==> src/rtl/bus_fifo_slave.sv <==
// bus_fifo_slave: memory-mapped 64-bit FIFO on a single-cycle bus slave port.
// DATA pushes/pops, STATUS reports flags and fill level, CTRL flushes and
// clears the sticky flags, THRESH sets the interrupt level. Read data is
// registered; irq is decoded from registered state.
module bus_fifo_slave #(
    parameter int DEPTH = 8,
    parameter int AW    = 3
) (
    input  logic        clk,
    input  logic        reset,
    input  logic        s_sel,
    input  logic        s_wr,
    input  logic [15:0] s_addr,
    input  logic [63:0] s_din,
    output logic [63:0] s_dout,
    output logic        irq
);

    localparam int             CW         = AW + 1;
    localparam logic [CW-1:0]  DEPTH_C    = CW'(DEPTH);
    localparam logic [CW-1:0]  CNT_ONE    = CW'(1);
    localparam logic [AW-1:0]  PTR_ONE    = AW'(1);
    localparam logic [7:0]     THRESH_RST = 8'(DEPTH);

    localparam logic [2:0] ADDR_DATA   = 3'd0;
    localparam logic [2:0] ADDR_STATUS = 3'd1;
    localparam logic [2:0] ADDR_CTRL   = 3'd2;
    localparam logic [2:0] ADDR_THRESH = 3'd3;

    logic [63:0]   mem_r [DEPTH];
    logic [AW-1:0] wr_ptr_r, rd_ptr_r;
    logic [CW-1:0] count_r;
    logic          ovf_r, unf_r;
    logic [7:0]    thresh_r;
    logic [63:0]   dout_r;

    logic [AW-1:0] wr_ptr_s, rd_ptr_s;
    logic [CW-1:0] count_s;
    logic          ovf_s, unf_s;
    logic [7:0]    thresh_s;
    logic [63:0]   dout_s;
    logic          mem_we_s;

    logic          empty_s, full_s;
    logic [7:0]    count8_s;
    logic [8:0]    count_ext_s;
    logic [8:0]    thresh_ext_s;
    logic [63:0]   status_s;

    assign empty_s      = (count_r == '0);
    assign full_s       = (count_r == DEPTH_C);
    assign count8_s     = 8'(count_r);
    assign count_ext_s  = 9'(count_r);
    assign thresh_ext_s = {1'b0, thresh_r};
    assign status_s     = {48'd0, count8_s, 4'd0, ovf_r, unf_r, full_s, empty_s};

    assign s_dout = dout_r;
    assign irq    = (thresh_r != 8'd0) && (count_ext_s >= thresh_ext_s);

    // Decode the current access and compute the next register state.
    always_comb begin
        wr_ptr_s = wr_ptr_r;
        rd_ptr_s = rd_ptr_r;
        count_s  = count_r;
        ovf_s    = ovf_r;
        unf_s    = unf_r;
        thresh_s = thresh_r;
        dout_s   = dout_r;
        mem_we_s = 1'b0;
        if (s_sel) begin
            if (s_wr) begin
                case (s_addr[2:0])
                    ADDR_DATA: begin
                        if (!full_s) begin
                            mem_we_s = 1'b1;
                            wr_ptr_s = wr_ptr_r + PTR_ONE;
                            count_s  = count_r + CNT_ONE;
                        end else begin
                            ovf_s = 1'b1;
                        end
                    end
                    ADDR_CTRL: begin
                        // Flush and flag-clear are independent and may combine.
                        wr_ptr_s = s_din[0] ? '0 : wr_ptr_r;
                        rd_ptr_s = s_din[0] ? '0 : rd_ptr_r;
                        count_s  = s_din[0] ? '0 : count_r;
                        ovf_s    = s_din[1] ? 1'b0 : ovf_r;
                        unf_s    = s_din[1] ? 1'b0 : unf_r;
                    end
                    ADDR_THRESH: begin
                        thresh_s = s_din[7:0];
                    end
                    default: begin
                        mem_we_s = 1'b0;
                    end
                endcase
            end else begin
                case (s_addr[2:0])
                    ADDR_DATA: begin
                        if (!empty_s) begin
                            dout_s   = mem_r[rd_ptr_r];
                            rd_ptr_s = rd_ptr_r + PTR_ONE;
                            count_s  = count_r - CNT_ONE;
                        end else begin
                            dout_s = 64'd0;
                            unf_s  = 1'b1;
                        end
                    end
                    ADDR_STATUS: dout_s = status_s;
                    ADDR_THRESH: dout_s = {56'd0, thresh_r};
                    default:     dout_s = 64'd0;
                endcase
            end
        end else begin
            mem_we_s = 1'b0;
        end
    end

    // Control/status registers with asynchronous reset.
    always_ff @(posedge clk or posedge reset) begin
        if (reset) begin
            wr_ptr_r <= '0;
            rd_ptr_r <= '0;
            count_r  <= '0;
            ovf_r    <= 1'b0;
            unf_r    <= 1'b0;
            thresh_r <= THRESH_RST;
            dout_r   <= 64'd0;
        end else begin
            wr_ptr_r <= wr_ptr_s;
            rd_ptr_r <= rd_ptr_s;
            count_r  <= count_s;
            ovf_r    <= ovf_s;
            unf_r    <= unf_s;
            thresh_r <= thresh_s;
            dout_r   <= dout_s;
        end
    end

    // FIFO storage; contents are meaningless after reset or flush.
    always_ff @(posedge clk) begin
        if (mem_we_s) begin
            mem_r[wr_ptr_r] <= s_din;
        end
    end

endmodule
==> config.mk <==
export PLATFORM = sky130hd
export DESIGN_NAME = bus_fifo_slave
export DESIGN_NICKNAME = d
export VERILOG_FILES = /design/src/rtl/bus_fifo_slave.sv
export SDC_FILE = /design/constraint.sdc
export NUM_CORES = 1
export LEC_CHECK = 0
export CAP_MARGIN = 40
export CORE_UTILIZATION = 28
export DETAILED_ROUTE_END_ITERATION = 10
export DONT_BUFFER_PORTS = 1
export GPL_ROUTABILITY_DRIVEN = 0
export REMOVE_ABC_BUFFERS = 1
export SETUP_SLACK_MARGIN = 0.4
export SLEW_MARGIN = 20
export SYNTH_ARGS = -nofsm -noshare
export SYNTH_HDL_FRONTEND = slang
export SYNTH_SLANG_ARGS = --single-unit
==> constraint.sdc <==
create_clock -name clk -period 10.8 [get_ports clk]
set_input_delay 2.16 -clock clk [delete_from_list [all_inputs] [get_ports clk]]
set_output_delay 2.16 -clock clk [all_outputs]
set_load 0.05 [all_outputs]
# Word-level counts from Yosys, hierarchy flattened

Memories as Yosys holds them, arrays and structs flattened.
Index checks and enable logic that the tools add are counted.

Flip-flop bits (word level): 84
Bits in writable memories: 512
Bits of input ports: 84
Word-level logic and storage cells: 70
Memories: 1

Add/sub/neg operators: 4
Magnitude comparators: 1
Equality and inequality tests: 14
Multiplexer cells: 28
Bitwise gates (word level): 1
Reductions and logical operators: 14

Memories:

| name  | words | width | read ports | clocked after memory_dff | write ports | RTL line | source |
|---|---|---|---|---|---|---|---|
| mem_r | 8     | 64    | 1          | 0                        | 1           | 30       | `logic [63:0] mem_r [DEPTH];` |

Operators by type and width:

| cell                                                  | count |
|---|---|
| one-hot mux 64 bit (3 select lines)                   | 1 |
| 2-to-1 mux 64 bit                                     | 1 |
| 2-to-1 mux 4 bit                                      | 5 |
| AND reduction 5 bit                                   | 4 |
| 2-to-1 mux 3 bit                                      | 6 |
| 2-to-1 mux 1 bit                                      | 12 |
| inequality test 2 bit, second input constant          | 5 |
| >= comparator 4 x 8 -> 1 bit                          | 1 |
| one-hot mux 4 bit (2 select lines)                    | 1 |
| nonzero test 8 bit                                    | 1 |
| adder 3 x 1 -> 3 bit, second input constant           | 2 |
| equality test 3 x 2 -> 1 bit, second input constant   | 2 |
| inequality test 2 x 1 -> 1 bit, second input constant | 3 |
| inequality test 3 bit, second input constant          | 2 |
| one-hot mux 3 bit (2 select lines)                    | 1 |
| AND reduction 6 bit                                   | 1 |
| nonzero test 2 bit                                    | 3 |
| adder 4 x 1 -> 4 bit, second input constant           | 1 |
| equality test 4 bit, second input constant            | 1 |
| logical NOT 4 bit                                     | 1 |
| subtractor 4 x 1 -> 4 bit, second input constant      | 1 |
| equality test 3 x 1 -> 1 bit, second input constant   | 1 |
| logical NOT 3 bit                                     | 1 |
| AND reduction 3 bit                                   | 1 |
| 4 further kinds                                       | 4 |

# Logic depth before layout (Yosys ltp)

Depth in word-level cells: 7
Mapped depth: 8

# Worst setup path after synthesis

Ideal clock, no wire load.

Path type: input to register
Start point: input s_wr
End point: memory mem_r[0][0] (enable)
Data arrival time: 8.775 ns
Data required time: 10.154 ns
Slack: 1.379 ns
Stages on the path: 4
Buffers on the path: 1
Cells stage by stage: buf_4 nor2b_1 nand4_1 nor4_1

Word-level cells in the longest chain between the ends: 4

Ends and longest elaborated chain:

| element                                | RTL line | source |
|---|---|---|
| from (decl)                            | 12       | `input logic s_wr,` |
| 2-to-1 mux 1 bit                       | 71       | `if (s_wr) begin` |
| 2-to-1 mux 1 bit                       | 70       | `if (s_sel) begin` |
| 2-to-1 mux 1 bit                       | 142      | `if (mem_we_s) begin` |
| 2-to-1 mux 1 bit (implied by the code) | 143      | `mem_r[wr_ptr_r] <= s_din;` |
| to (decl)                              | 30       |  |

No other way between the ends.

# Worst setup path in the final report

Start point: input s_addr[0]
End point: memory mem_r[5][31] (enable)

Word-level cells in the longest chain between the ends: 6

Ends and longest elaborated chain:

| element                                | RTL line | source |
|---|---|---|
| from (decl)                            | 13       | `input logic [15:0] s_addr,` |
| logical NOT 3 bit                      | 72       | `case (s_addr[2:0])` |
| 2-to-1 mux 1 bit                       | 72       |  |
| 2-to-1 mux 1 bit                       | 71       |  |
| 2-to-1 mux 1 bit                       | 70       |  |
| 2-to-1 mux 1 bit                       | 142      |  |
| 2-to-1 mux 1 bit (implied by the code) | 143      |  |

No other way between the ends.

==> run summary <==
Max Cap Viol = 0
Pwr dens = 228 nW/um^2
Worst r2r src = count_r[0]
Tightest Pin Transition = 0.828 ns
Hold_sp = unf_r
Resized cells post-CTS = 0
Postcts setup bufs = 0
Total grt overflow = 0
Ys async rst share = 0.141
Status = complete, no violations
CTS tree = done
Largest net degree at the start of global routing = 90
Commonest cells post-synth = 512 x edfxtp_1, 128 x mux4_2, 83 x dfrtp_1
Relative slew slack = 0.448
Fillers = 7606
WHS Path Cells = 1
Port bufs = 0
Footprint of the multi-input gates = 4920 um^2
# diodes = 0
Initial DRT Pass Iterations = 5
CP peak stage delay = 0.70 ns
Final nets = 1232
Mapped Cells = 1095
Initial Util = 0.283
DRT antenna net count = 0
Pleak = 0.00846 uW
Post-synth cell types = 47
Initial antenna violation count = 0
RSZ-0062 raised after global routing = no
Root buf cell = clkbuf_16
Clock Path Buffers = 3
# DRC = 0
Setup CP Type = in2reg
Synth area leaders = edfxtp_1 68%, mux4_2 13%, dfrtp_1 9.1%, mux2i_1 3.0%, o21ai_1 1.2%
Area growth syn-to-layout = 16.8%
Clk pin slew, worst setup/hold paths = 0.06 ns
Std-Cell Rows = 104
Clk_skew = 0.0264 ns
Post-synth EDFFs = 512
First-pass GRT wire length = 73800 um
Final-report hold violation count = 0
CTS Sinks = 596
Max IR drop VDD = 0.130 mV
CP Launch Type = input port
Die area = 82300 um^2
CP Capture Type = flip-flop
DP Wirelength = 28900 um
Syn avg cell area = 20.8 um^2
Most frequent cell after synthesis = edfxtp_1
Buf/Inv on CP = 3
Largest delay share family, worst path = simple AND/OR/NAND/NOR gates
Hold Crit Endpoint = unf_r
Worst path slowest cell = nor2_4
Worst R2R Setup Slack = 7.07 ns
Final setup vio count = 0
Hold WC Path Type = reg2reg
Vias = 10369
Share of layout cells above drive strength 1 = 0.242
Final period util = 0.420
Required @ worst endpoint = 11.06 ns
Area leader, netlist = edfxtp_1
Vias in the first global route = 11175
Core ar. = 80400 um^2
#FFs+latches synth = 596
Max Clk Rate = 220 MHz
Gr usage total = 0.123
Num CTS Buffers = 66
Cell Area, Placed = 24200 um^2
Fin area = 26500 um^2
Seq. cell area = 17500 um^2
RR Endpoint = mem_r[5][31]
Chip height = 287 um
Post-Syn Area = 22700 um^2
Arrival @ worst endpoint = 4.80 ns
# hold bufs at CTS = 0
Setup_tns = 0 ns
CP max FO = 29
Worst R2R Path Depth = 9
Register area share after synthesis = 0.769
Min Tclk post-route = 4.54 ns
Drt wl/cell = 22.3 um
Die width = 287 um
Final WL = 50200 um
CTS H-tree lvls = 3
Top-area cell type share of the netlist area = 0.677
Most used DFF post-synth = edfxtp_1
Worst-skew pair later-pin latency = 0.59 ns
Vias per inst = 4.60
IO Pins = 149
Slew Limit Fails = 0
Critical path, cell by cell = nor2_1, nand4_1, inv_2, nand2_1, nor2_4, buf_4, buf_16
Synth warn = 0
DR iter-0 viols = 645
==> stage by stage <==
step,hold WS [ns],util,power (uW),std cells,setup WS [ns]
after detailed placement,0.498,0.301,3780,2131,5.64
after global routing,0.554,0.330,6290,2252,6.04
final,0.519,0.330,6040,2252,6.26
after global placement,0.497,0.298,3740,2119,5.40
after CTS,0.514,0.330,6140,2251,6.22
after floorplan,0.465,-,3650,1038,1.40
==> worst reg2reg max path: stages, from the launching register on <==
cell,delay (ns)
dfrtp_1,0.47
inv_1,0.11
ha_1,0.25
nand3b_1,0.22
nand4_1,0.44
inv_2,0.20
nand2_1,0.26
nor2_4,0.70
buf_4,0.46
buf_16,0.28
==> layout by cell type (no fill, tap or decap), drive strengths merged, types with 6 or more instances in the layout <==
| cell type | synthesis | final |
|---|---|---|
| a21oi | 11 | 11 |
| buf | 40 | 34 |
| bufinv | 0 | 8 |
| clkbuf | 17 | 94 |
| clkinv | 0 | 13 |
| dfrtp | 83 | 83 |
| edfxtp | 512 | 512 |
| ha | 8 | 8 |
| inv | 9 | 12 |
| mux2i | 67 | 67 |
| mux4 | 128 | 128 |
| nand2 | 70 | 70 |
| nand2b | 6 | 6 |
| nor2 | 16 | 16 |
| nor3 | 7 | 7 |
| o21ai | 62 | 62 |
| o22ai | 8 | 8 |
==> kinds of logic (layout without fill, tap and decap cells) <==
| family | after synthesis | count (layout) | share of synthesized area |
|---|---|---|---|
| DFF | 596 | 596 | 0.769 |
| muxes | 200 | 200 | 0.159 |
| and+or+nand+nor | 122 | 122 | 0.0243 |
| AOI/OAI and AO/OA | 102 | 102 | 0.0260 |
| buffers and inverters | 66 | 163 | 0.0167 |
| adders and majority gates | 8 | 8 | 0.00441 |
| xor gates and xnor gates | 1 | 1 | 0.000386 |
==> power breakdown <==
| part | total [uW] | leakage, uW | switching (uW) | internal, uW |
|---|---|---|---|---|
| clock | 2350 | 0.00113 | 890 | 1460 |
| sequential | 2770 | 0.00571 | 204 | 2560 |
| combinational | 927 | 0.00162 | 430 | 497 |
==> worst max-delay path by stage <==
stage,from,to,cells past startpoint
2_1_floorplan,s_addr[0],mem_r[0][0],3
6_report,s_addr[0],mem_r[5][31],7
4_1_cts,count_r[0],irq,8
5_1_grt,s_addr[0],mem_r[5][61],7
3_5_place_dp,s_addr[0],mem_r[5][16],7
3_3_place_gp,s_addr[0],mem_r[6][14],6
==> flip-flops by register name (all words and copies together) (netlist names) <==
register and count:
count_r 4, rd_ptr_r 3, unf_r 1, wr_ptr_r 3
mem_r 512, thresh_r 8, ovf_r 1, s_dout 64
==> cell type report <==
cell class                      instances  share of cell area
Inverter                                9             0.00137
Timing Repair Buffer                   34              0.0172
Clock inverter                         26              0.0135
Sequential cell                       596               0.659
Multi-Input combinational cell        433               0.185
Clock buffer                           94              0.0736
Tap cell                             1060              0.0500
==> metal layers <==
metal  global-route usage  vias to the layer above  wire (um)
met4               0.0415                        0       1020
li1                     -                     4537          -
met2                0.200                      250      24300
met3               0.0363                       68       3490
met1                0.158                     5514      21400
met5                    0                        -          0
(Power assumes the default switching activity.)
